**src/rtl/mem_arb_pkg.sv**
```systemverilog
// mem_arb_pkg: shared FSM state and owner codes for the data memory arbiter.
package mem_arb_pkg;
  typedef enum logic [1:0] {IDLE, BUSY, RESP} arb_state_t;
  localparam logic REQ_CPU = 1'b0;
  localparam logic REQ_DMA = 1'b1;
endpackage

```
**src/rtl/mem_arb_wait_ctr.sv**
```systemverilog
// mem_arb_wait_ctr: saturating count of DMA arbitration losses, flags when the DMA must be forced in.
module mem_arb_wait_ctr #(
  parameter int MAX_WAIT = 4
) (
  input  logic clk_i,
  input  logic reset_i,
  input  logic inc_i,
  input  logic clr_i,
  output logic at_max_o
);
  localparam int W = $clog2(MAX_WAIT + 1);
  logic [W-1:0] cnt_q, cnt_d;
  assign at_max_o = cnt_q == W'(MAX_WAIT);
  always_comb cnt_d = clr_i ? '0 : (inc_i && !at_max_o) ? cnt_q + 1'b1 : cnt_q;
  always_ff @(posedge clk_i) begin
    if (!reset_i) cnt_q <= '0;
    else cnt_q <= cnt_d;
  end
endmodule

```
**src/rtl/data_mem_arbiter.sv**
```systemverilog
// data_mem_arbiter: shares the single-port data RAM between the CPU (priority) and DMA (bounded wait).
// Define MEM_ARB_STATS_EN to build the grant/conflict statistics counters; otherwise they read 0.
module data_mem_arbiter
  import mem_arb_pkg::*;
#(
  parameter int ADDR_W   = 32,
  parameter int DATA_W   = 32,
  parameter int MAX_WAIT = 4,
  parameter int CNT_W    = 16
) (
  input  logic              clk_i,
  input  logic              reset_i,
  input  logic              cpu_req_i,
  input  logic              cpu_we_i,
  input  logic [ADDR_W-1:0] cpu_addr_i,
  input  logic [DATA_W-1:0] cpu_wd_i,
  output logic [DATA_W-1:0] cpu_rd_o,
  output logic              cpu_ack_o,
  output logic              cpu_stall_o,
  input  logic              dma_req_i,
  input  logic              dma_we_i,
  input  logic [ADDR_W-1:0] dma_addr_i,
  input  logic [DATA_W-1:0] dma_wd_i,
  output logic [DATA_W-1:0] dma_rd_o,
  output logic              dma_ack_o,
  output logic [ADDR_W-1:0] mem_addr_o,
  output logic [DATA_W-1:0] mem_wd_o,
  output logic              mem_we_o,
  input  logic [DATA_W-1:0] mem_rd_i,
  output logic [CNT_W-1:0]  cpu_grant_cnt_o,
  output logic [CNT_W-1:0]  dma_grant_cnt_o,
  output logic [CNT_W-1:0]  conflict_cnt_o
);
  arb_state_t        state_q;
  logic              owner_q, we_q, cpu_ack_q, dma_ack_q;
  logic [ADDR_W-1:0] addr_q;
  logic [DATA_W-1:0] wd_q, cpu_rd_q, dma_rd_q;
  logic              arb, cpu_elig, dma_elig, dma_win, grant, at_max;
  // The requester acked in RESP still shows its old req, so it sits out this round.
  assign arb      = state_q != BUSY;
  assign cpu_elig = cpu_req_i && !(state_q == RESP && owner_q == REQ_CPU);
  assign dma_elig = dma_req_i && !(state_q == RESP && owner_q == REQ_DMA);
  assign dma_win  = dma_elig && (at_max || !cpu_elig);
  assign grant    = arb && (cpu_elig || dma_elig);
  mem_arb_wait_ctr #(.MAX_WAIT(MAX_WAIT)) u_wait (
    .clk_i   (clk_i),
    .reset_i (reset_i),
    .inc_i   (arb && dma_req_i && !dma_win),
    .clr_i   (!dma_req_i || (arb && dma_win)),
    .at_max_o(at_max)
  );
  always_ff @(posedge clk_i) begin
    if (!reset_i) begin
      state_q   <= IDLE;
      owner_q   <= REQ_CPU;
      we_q      <= 1'b0;
      addr_q    <= '0;
      wd_q      <= '0;
      cpu_ack_q <= 1'b0;
      dma_ack_q <= 1'b0;
      cpu_rd_q  <= '0;
      dma_rd_q  <= '0;
    end else begin
      cpu_ack_q <= state_q == BUSY && owner_q == REQ_CPU;
      dma_ack_q <= state_q == BUSY && owner_q == REQ_DMA;
      if (state_q == BUSY) begin
        if (owner_q == REQ_CPU) cpu_rd_q <= mem_rd_i;
        else dma_rd_q <= mem_rd_i;
        state_q <= RESP;
      end else if (grant) begin
        state_q <= BUSY;
        owner_q <= dma_win ? REQ_DMA : REQ_CPU;
        we_q    <= dma_win ? dma_we_i : cpu_we_i;
        addr_q  <= dma_win ? dma_addr_i : cpu_addr_i;
        wd_q    <= dma_win ? dma_wd_i : cpu_wd_i;
      end else begin
        state_q <= IDLE;
      end
    end
  end
  assign mem_addr_o  = addr_q;
  assign mem_wd_o    = wd_q;
  assign mem_we_o    = state_q == BUSY && we_q;
  assign cpu_rd_o    = cpu_rd_q;
  assign dma_rd_o    = dma_rd_q;
  assign cpu_ack_o   = cpu_ack_q;
  assign dma_ack_o   = dma_ack_q;
  assign cpu_stall_o = cpu_req_i && !cpu_ack_q;
`ifdef MEM_ARB_STATS_EN
  logic [CNT_W-1:0] cpu_cnt_q, dma_cnt_q, cfl_cnt_q;
  always_ff @(posedge clk_i) begin
    if (!reset_i) begin
      cpu_cnt_q <= '0;
      dma_cnt_q <= '0;
      cfl_cnt_q <= '0;
    end else begin
      if (grant && !dma_win && !(&cpu_cnt_q)) cpu_cnt_q <= cpu_cnt_q + 1'b1;
      if (grant && dma_win && !(&dma_cnt_q)) dma_cnt_q <= dma_cnt_q + 1'b1;
      if (arb && cpu_elig && dma_elig && !(&cfl_cnt_q)) cfl_cnt_q <= cfl_cnt_q + 1'b1;
    end
  end
  assign cpu_grant_cnt_o = cpu_cnt_q;
  assign dma_grant_cnt_o = dma_cnt_q;
  assign conflict_cnt_o  = cfl_cnt_q;
`else
  assign cpu_grant_cnt_o = '0;
  assign dma_grant_cnt_o = '0;
  assign conflict_cnt_o  = '0;
`endif
endmodule

```
**config.mk**
```make
export PLATFORM = sky130hd
export DESIGN_NAME = data_mem_arbiter
export DESIGN_NICKNAME = d
export VERILOG_FILES = /design/src/rtl/mem_arb_pkg.sv /design/src/rtl/mem_arb_wait_ctr.sv /design/src/rtl/data_mem_arbiter.sv
export SDC_FILE = /design/constraint.sdc
export NUM_CORES = 1
export LEC_CHECK = 0
export ABC_AREA = 0
export CORE_AREA = 2 2 133 135
export CTS_BUF_LIST = sky130_fd_sc_hd__clkbuf_8
export CTS_CLUSTER_DIAMETER = 80
export DETAILED_ROUTE_END_ITERATION = 12
export DIE_AREA = 0 0 135 137
export GPL_TIMING_DRIVEN = 1
export PLACE_DENSITY = 0.72
export SYNTH_ARGS = -nofsm -noshare
export SYNTH_HDL_FRONTEND = slang
export SYNTH_HIERARCHICAL = 1
export SYNTH_SLANG_ARGS = --single-unit
```
**constraint.sdc**
```tcl
create_clock -name clk_i -period 3 [get_ports clk_i]
set_input_delay 0.6 -clock clk_i [delete_from_list [all_inputs] [get_ports clk_i]]
set_output_delay 0.6 -clock clk_i [all_outputs]
set_load 0.05 [all_outputs]
```
# After elaboration in Yosys (flattened, before gate mapping)
# Cells that the tools add are included.
[totals]
ff_bits = 137
in_bits = 166
[op_classes]
add_sub_neg = 1
n_eq_ne = 4
n_mux = 6
n_reduce_logical = 29
bitwise = 3
[ops]
columns = ["cell", "n"]
rows = [
  ["$mux W32", 2],
  ["$logic_and A1 B1 Y1", 14],
  ["$logic_not A1 Y1", 7],
  ["$reduce_and A2 Y1", 3],
  ["$reduce_or A2 Y1", 2],
  ["$add A3 B1 Y3 const B", 1],
  ["$eq A3 B3 Y1 const B", 1],
  ["$logic_or A1 B1 Y1", 3],
  ["$mux W1", 3],
  ["$not A1 Y1", 3],
  ["$eq A2 B1 Y1 const B", 1],
  ["$eq A2 B2 Y1 const B", 1],
  ["$mux W2", 1],
  ["$ne A2 B1 Y1 const B", 1],
]

# Depth between registers and ports, before layout
# Gate-level depths: netlist of the first run.
[logic_depth]
depth_word = 10
mapped_depth = 10

# By module
# Netlist of the first run, hierarchy kept.
[modules_own_cells]
columns = ["mod", "cells_each", "area_each_um2", "n_inst", "seq_area_each_um2"]
rows = [
  ["data_mem_arbiter", 715, 5634.2, 1, 2682.6],
  ["mem_arb_wait_ctr", 18, 187.7, 1, 60.1],
]

# Least setup slack after synthesis of the first run
# No wires, ideal clock.
[synth_path]
path_type = "register to register"
from = "register u_wait.cnt_q[0]"
to = "register u_wait.cnt_q[0]"
setup_time_ns = 0.072
path_stages_with_launch = 11
path_buffers = 2
synth_period_minus_slack_ns = 2.188
t_arrival_ns = 2.116
slack_ns = 0.812
required_ns = 2.928
path_cell_list = "dfxtp_1 -> inv_1 -> ha_1 -> and2_1 -> nand2b_1 -> o211ai_2 -> buf_2 -> buf_2 -> o21ai_0 -> or3b_1 -> mux2i_1"
[synth_via]
elab_chain_cells = 6
[synth_rtl]
columns = ["element", "line_no", "source"]
rows = [
  ["start, declared", "mem_arb_wait_ctr.sv:12", "logic [W-1:0] cnt_q, cnt_d;"],
  ["start signal, assigned", "mem_arb_wait_ctr.sv:17", "else cnt_q <= cnt_d;"],
  ["$eq A3 B3 Y1 *", "mem_arb_wait_ctr.sv:13", "assign at_max_o = cnt_q == W'(MAX_WAIT);"],
  ["named net at_max", "data_mem_arbiter.sv:38", "logic arb, cpu_elig, dma_elig, dma_win, grant, at_max;"],
  ["$logic_or A1 B1 Y1", "data_mem_arbiter.sv:43", "assign dma_win = dma_elig && (at_max || !cpu_elig);"],
  ["$logic_and A1 B1 Y1", "data_mem_arbiter.sv:43", ""],
  ["$logic_and A1 B1 Y1 / $logic_not A1 Y1 (equally long branches)", "data_mem_arbiter.sv:49, data_mem_arbiter.sv:48", ""],
  ["$logic_or A1 B1 Y1 / $logic_and A1 B1 Y1 (equally long branches)", "data_mem_arbiter.sv:49, data_mem_arbiter.sv:48", ""],
  ["$reduce_or A2 Y1 (no source line) / $logic_and A1 B1 Y1 (equally long branches)", "-", ""],
]
# Mark *: on every way through the listed nets, which the timed path passes. The rest lies on a longest branch.
# A chain may end at the register's enable or synchronous reset.

# Final worst setup path of the first run
[layout_path]
from = "register state_q[0]"
to = "output port mem_we_o"
[layout_via]
elab_chain_cells = 2
[layout_rtl]
columns = ["element", "line_no", "source"]
rows = [
  ["start, declared", "data_mem_arbiter.sv:34", "arb_state_t state_q;"],
  ["start signal, assigned", "data_mem_arbiter.sv:54", "state_q <= IDLE;"],
  ["start signal, assigned", "data_mem_arbiter.sv:69", "state_q <= RESP;"],
  ["start signal, assigned", "data_mem_arbiter.sv:71", "state_q <= BUSY;"],
  ["$eq A2 B1 Y1", "data_mem_arbiter.sv:83", "assign mem_we_o = state_q == BUSY && we_q;"],
  ["$logic_and A1 B1 Y1", "data_mem_arbiter.sv:83", ""],
  ["end, declared", "data_mem_arbiter.sv:28", "output logic mem_we_o,"],
]
# No other way between the ends.

==> flow_metrics.py, run 1 <==
metrics = {
    "status": {
        "status": "completed",
    },
    "setup_path": {
        "cp_slowest_cell": "clkdlybuf4s50_1",
        "rrSetupSlack_ns": 0.94,
        "crit_path_start_kind": "flop",
        "worstSetupPathType": "flop to output pin",
        "regToRegStartpoint": "u_wait/cnt_q[0]",
        "cp-end-kind": "output pin",
        "crit_required_ns": 2.40,
        "crit_fanout": 4,
        "r2r-end": "u_wait/cnt_q[0]",
        "arrival_ns": 1.93,
        "max_stage_delay_ns": 0.83,
        "reg2reg_depth": 8,
        "worstPathCellList": "nor2b_1 -> and2_1 -> clkdlybuf4s50_1",
    },
    "yosys": {
        "syn-mean-instance-area_um2": 7.942,
        "synth_edf_count": 0,
        "synth_flop_cell": "dfxtp_1",
        "synthesis.area_mm2": 0.005822,
        "seq_area_frac_synth_pct": 47.11,
        "async_reset_ff_share_pct": 0,
        "ys_ff_latch": 137,
        "synth_top_cell_area_share_pct": 47.11,
        "synth_cell_types": 30,
        "synth_warnings": 6,
        "synthTopCellsByArea": "dfxtp_1 47%, nand2_1 17%, a21boi_0 8.3%",
        "synth_top_cell_by_area": "dfxtp_1",
        "synthCells": 733,
    },
    "power_and_ir_drop": {
        "p_sw_w": 0.001864,
        "power.share.sequential_pct": 39.4,
        "power.density_mw_per_mm2": 560.5,
        "combPwrFrac_pct": 29.9,
        "p_leak_nw": 3.456,
        "ir_worst_vdd_mv": 0.2490,
        "p_int_w": 0.003299,
        "power_frac_clock_pct": 30.7,
        "swShare_pct": 36.10,
    },
    "final_layout": {
        "final_common_cell": "clkdlybuf4s50_1",
        "final_cell_mix": "295 x clkdlybuf4s50_1, 261 x nand2_1, 137 x dfxtp_1",
        "nets": 1174,
        "area_growth_syn_to_layout_pct": 58.22,
        "layout-drive-gt1-share_pct": 5.103,
        "antennaDiodeCount": 0,
    },
    "cts": {
        "cts_buffers": 17,
        "cts.sinks": 137,
        "cts_root_buf": "clkbuf_8",
        "cts_tree": "done",
        "ctsHoldBuffers": 0,
        "cts.repair.resized": 0,
        "htreeDepth": 4,
        "post_cts_buffers": 0,
        "clkTransAtPathRegs_ns": 0.08,
        "clock_path_buffers": 2,
        "clkLatencyLatePin_ns": 0.44,
    },
    "global_routing": {
        "antenna_found_initial": 0,
        "grt_pass1_vias": 5145,
        "grt_first_pass_wirelength_um": 26820,
        "grt_usage_pct": 18.47,
        "overflow": 0,
        "grt_max_degree": 108,
    },
    "sta": {
        "finalSetupViolCount": 0,
        "worst_slack_ns": 0.4744,
        "worst_pin_slew_ns": 0.5739,
        "finalHoldViolCount": 0,
        "fmax_mhz": 395.9,
        "final_max_slew_viol_count": 0,
        "finClkSkew_ns": 0.009514,
        "setup-tns-final_ns": 0,
        "relSlewSlack_pct": 61.33,
        "rsz0062_at_grt": "false",
        "fin_crit_ns": 2.526,
        "period_share_pct": 84.19,
    },
    "floorplanning": {
        "dieArea_mm2": 0.01850,
        "die_y_um": 137,
        "io_pins": 346,
        "rows": 48,
        "core_area_mm2": 0.01706,
        "start_util_pct": 34.13,
        "fp.dieW_um": 135,
    },
    "hold_path": {
        "hp-class": "flop to flop",
        "hold_start": "dma_rd_o[18]",
        "holdPathEnd": "dma_rd_o[18]",
        "whs_path_depth": 2,
    },
    "detailed_routing": {
        "wl_per_cell_um": 14.26,
        "drt_wl_total_um": 17740,
        "firstDrtPassIters": 4,
        "ant_nets": 0,
        "viasPerCell": 4.627,
        "drc": 0,
        "vias": 5756,
        "drtIter0Drc": 260,
    },
    "place": {
        "post-dp-hpwl_um": 12220,
        "gp_congestion": 0.7704,
        "numPortBuffers": 297,
        "place_ws_ns": 0.4884,
    },
    "run": {
        "drv_cap": 0,
    },
}
worst max-delay path by stage:
stage | slack, ns | cells past startpoint | startpoint | end
6_report | 0.47 | 3 | state_q[0] | mem_we_o
5_1_grt | 0.35 | 3 | state_q[0] | mem_we_o
4_1_cts | 0.41 | 3 | state_q[0] | mem_we_o
3_5_place_dp | 0.49 | 6 | dma_req_i | mem_wd_o[3]
3_3_place_gp | 0.62 | 6 | dma_req_i | mem_wd_o[5]
2_1_floorplan | 0.81 | 10 | u_wait/cnt_q[0] | u_wait/cnt_q[0]
cell type report:
| class | instances | area (um2) |
|---|---|---|
| clock buffers | 18 | 247.7 |
| clock inverters | 14 | 162.7 |
| fillers | 1628 | 7845 |
| inverters | 4 | 15.01 |
| multi-input cells | 537 | 2654 |
| flip-flops and latches | 137 | 2743 |
| well taps | 225 | 281.5 |
| repair buffers | 309 | 3108 |
Yosys cell counts, drive strengths merged (2+ instances only):
cell	n
clkbuf	41
nor2	5
mux2i	3
inv	4
buf	61
nor2b	2
a31oi	65
a21boi	65
nand2	261
and2	4
ha	2
nand3b	4
o21ai	66
dfxtp	137
nand2b	2
sequential cells by signal, summed over array words and instances, names as in the netlist:
register and flops:
cpu_ack_o 1, mem_wd_o 32, owner_q 1, state_q 2
cpu_rd_o 32, u_wait/cnt_q 3, mem_addr_o 32, we_q 1
dma_rd_o 32, dma_ack_o 1
power by group through the flow:
stage / Sequential (W) / Combinational (W) / Clock, W
2_1_floorplan: 0.00255 / 0.000520 / 0
3_3_place_gp: 0.00207 / 0.00154 / 0
3_5_place_dp: 0.00208 / 0.00155 / 0
4_1_cts: 0.00204 / 0.00155 / 0.00164
5_1_grt: 0.00205 / 0.00163 / 0.00171
6_report: 0.00204 / 0.00154 / 0.00159
layer usage:
layer / vias up / routed length, um / GRT usage [%]
met4: 0 / 185 / 5.035
li1: 2899 / - / -
met1: 2617 / 7762 / 22.62
met5: - / 0 / 0
met2: 223 / 8492 / 30.82
met3: 17 / 1298 / 6.556
metrics by stage:
stage,cells,power [W],util (%),cell area (um2),hold slack [ns]
after floorplan,780,0.003071,-,5998,0.4602
after global placement,1212,0.003615,51.60,8801,0.4492
after detailed placement,1212,0.003625,51.60,8801,0.4548
after CTS,1244,0.005227,54.01,9211,0.4665
after global routing,1244,0.005397,54.01,9211,0.4847
final,1244,0.005163,54.01,9211,0.4629
cells by family after synthesis:
family / after synthesis / share of synthesized area, %
adders and majority gates: 2 / 0.4298
other: 1 / 0.06441
muxes: 3 / 0.5158
AOI/OAI and AO/OA: 201 / 21.96
DFF: 137 / 47.11
buffers and inverters: 106 / 10.57
and+or+nand+nor: 283 / 19.34
critical path: cells and delay by family, from the launching register on:
family	cells	cell delay (ns)
DFF	1	0.36
buffers and inverters	1	0.83
and+or+nand+nor	2	0.30
(Power assumes the default switching activity.)
==> run 2: changes to the inputs <==
==> constraint.sdc (replaced) <==
create_clock -name clk_i -period 2.4 [get_ports clk_i]
set_input_delay 0.48 -clock clk_i [delete_from_list [all_inputs] [get_ports clk_i]]
set_output_delay 0.48 -clock clk_i [all_outputs]
set_load 0.05 [all_outputs]
==> run 2 against run 1 <==
- wire length shrank 0.46%
- sequential share of layout area shrank 0.25 points
- sequential cell count did not move
- final cell count rose by 0.16%
- critical path depth fell by 2
- via count decreased by 0.63%
- non-clock buffer count up 2
- sequential power is 25% higher
- setup slack worse by 0.19 ns
- clock skew barely moved
==> flow_metrics.py, run 2 (synthesized netlist as in run 1, its figures left out) <==
metrics = {
    "final_layout": {
        "final_area_mm2": 0.009289,
        "nets": 1176,
        "seqCellArea_mm2": 0.002743,
        "area_growth_syn_to_layout_pct": 59.55,
        "final_cell_mix": "294 x clkdlybuf4s50_1, 261 x nand2_1, 137 x dfxtp_1",
        "fill_cells": 1659,
        "antennaDiodeCount": 0,
        "final_common_cell": "clkdlybuf4s50_1",
        "multi_input_area_mm2": 0.002656,
        "layout-drive-gt1-share_pct": 5.485,
    },
    "floorplanning": {
        "dieArea_mm2": 0.01850,
        "fp.dieW_um": 135,
        "core_area_mm2": 0.01706,
        "io_pins": 346,
        "die_y_um": 137,
        "rows": 48,
        "start_util_pct": 34.13,
    },
    "cts": {
        "cts_root_buf": "clkbuf_8",
        "ctsHoldBuffers": 0,
        "clkLatencyLatePin_ns": 0.44,
        "cts_buffers": 17,
        "htreeDepth": 4,
        "cts_tree": "done",
        "clkTransAtPathRegs_ns": 0.08,
        "cts.sinks": 137,
        "clock_path_buffers": 2,
    },
    "detailed_routing": {
        "viasPerCell": 4.591,
        "drc": 0,
        "drt_wl_total_um": 17660,
        "ant_nets": 0,
        "firstDrtPassIters": 4,
        "drtIter0Drc": 254,
        "wl_per_cell_um": 14.17,
        "vias": 5720,
    },
    "place": {
        "place_area_mm2": 0.008851,
        "gp_congestion": 0.7748,
        "post-dp-hpwl_um": 12280,
        "numPortBuffers": 297,
    },
    "global_routing": {
        "antenna_found_initial": 0,
        "grt_first_pass_wirelength_um": 27230,
        "grt_usage_pct": 18.68,
        "grt_max_degree": 75,
        "grt_pass1_vias": 5388,
        "overflow": 0,
    },
    "hold_path": {
        "hp-class": "input port to flop",
    },
    "sta": {
        "finalSetupViolCount": 0,
        "final_max_slew_viol_count": 0,
        "period_share_pct": 88.02,
        "finalHoldViolCount": 0,
        "setup-tns-final_ns": 0,
        "fin_crit_ns": 2.113,
        "fmax_mhz": 473.4,
        "relSlewSlack_pct": 61.26,
        "finClkSkew_ns": 0.009512,
        "worst_pin_slew_ns": 0.5793,
        "rsz0062_at_grt": "false",
    },
    "setup_path": {
        "crit_required_ns": 1.92,
        "crit_path_start_kind": "flop",
        "cp_top_family": "buffers and inverters",
        "max_stage_delay_ns": 0.82,
        "crit_buf_inv": 1,
        "worstSetupPathType": "flop to output pin",
        "cp_slowest_cell": "clkdlybuf4s50_1",
        "arrival_ns": 1.63,
        "worstPathCellList": "clkdlybuf4s50_1",
        "crit_fanout": 2,
        "cp-end-kind": "output pin",
    },
    "status": {
        "status": "completed",
    },
    "power_and_ir_drop": {
        "power.density_mw_per_mm2": 704.6,
        "ir_worst_vdd_mv": 0.3432,
        "p_leak_nw": 3.493,
        "total_power_w": 0.006545,
    },
    "run": {
        "drv_cap": 0,
    },
}
[run 2: layer usage]
layer / global-route usage (%) / vias up / share of wire [%]
met5: 0 / - / 0
met4: 6.597 / 0 / 1.7
met3: 6.148 / 20 / 8.2
met2: 31.13 / 226 / 47
met1: 22.64 / 2577 / 43
li1: - / 2897 / -
[run 2: power by group]
group	leakage (nW)	total, W	switching [W]	internal (W)
registers	1.13	0.00254	0.0000905	0.00245
clock network	0.210	0.00206	0.000974	0.00108
logic	2.16	0.00194	0.00124	0.000704
[run 2: final timing paths]
kind	cells after the start	slack (ns)	endpoint	start
max	1	0.29	mem_addr_o[25]	mem_addr_o[25]
min	3	0.45	we_q	reset_i
max reg2reg	8	0.30	u_wait/cnt_q[0]	u_wait/cnt_q[0]
min reg2reg	2	0.46	cpu_rd_o[4]	cpu_rd_o[4]
[run 2: area by class of cell]
type                    instances  share of cell area [%]
clock buffers                  18                   2.667
clock inverters                14                   2.020
inverters                       4                  0.1616
multi-input cells             537                   28.60
flip-flops and latches        137                   29.53
well taps                     225                   3.031
repair buffers                311                   34.00
[run 2: repair_timing]
action,in CTS,in global routing
buffers inserted,0,0
endpoints found under the setup margin,0,1
gates resized for setup,0,1
[run 2: through the flow]
step	utilization (%)	worst slack, ns	instances	hold WS [ns]
floorplan	-	0.2120	780	0.4602
finish	54.46	0.2874	1246	0.4477
global route	54.46	0.1124	1246	0.4242
global placement	51.89	0.1719	1214	0.4494
CTS	54.45	0.1238	1246	0.4009
detailed placement	51.89	0.1254	1214	0.4553
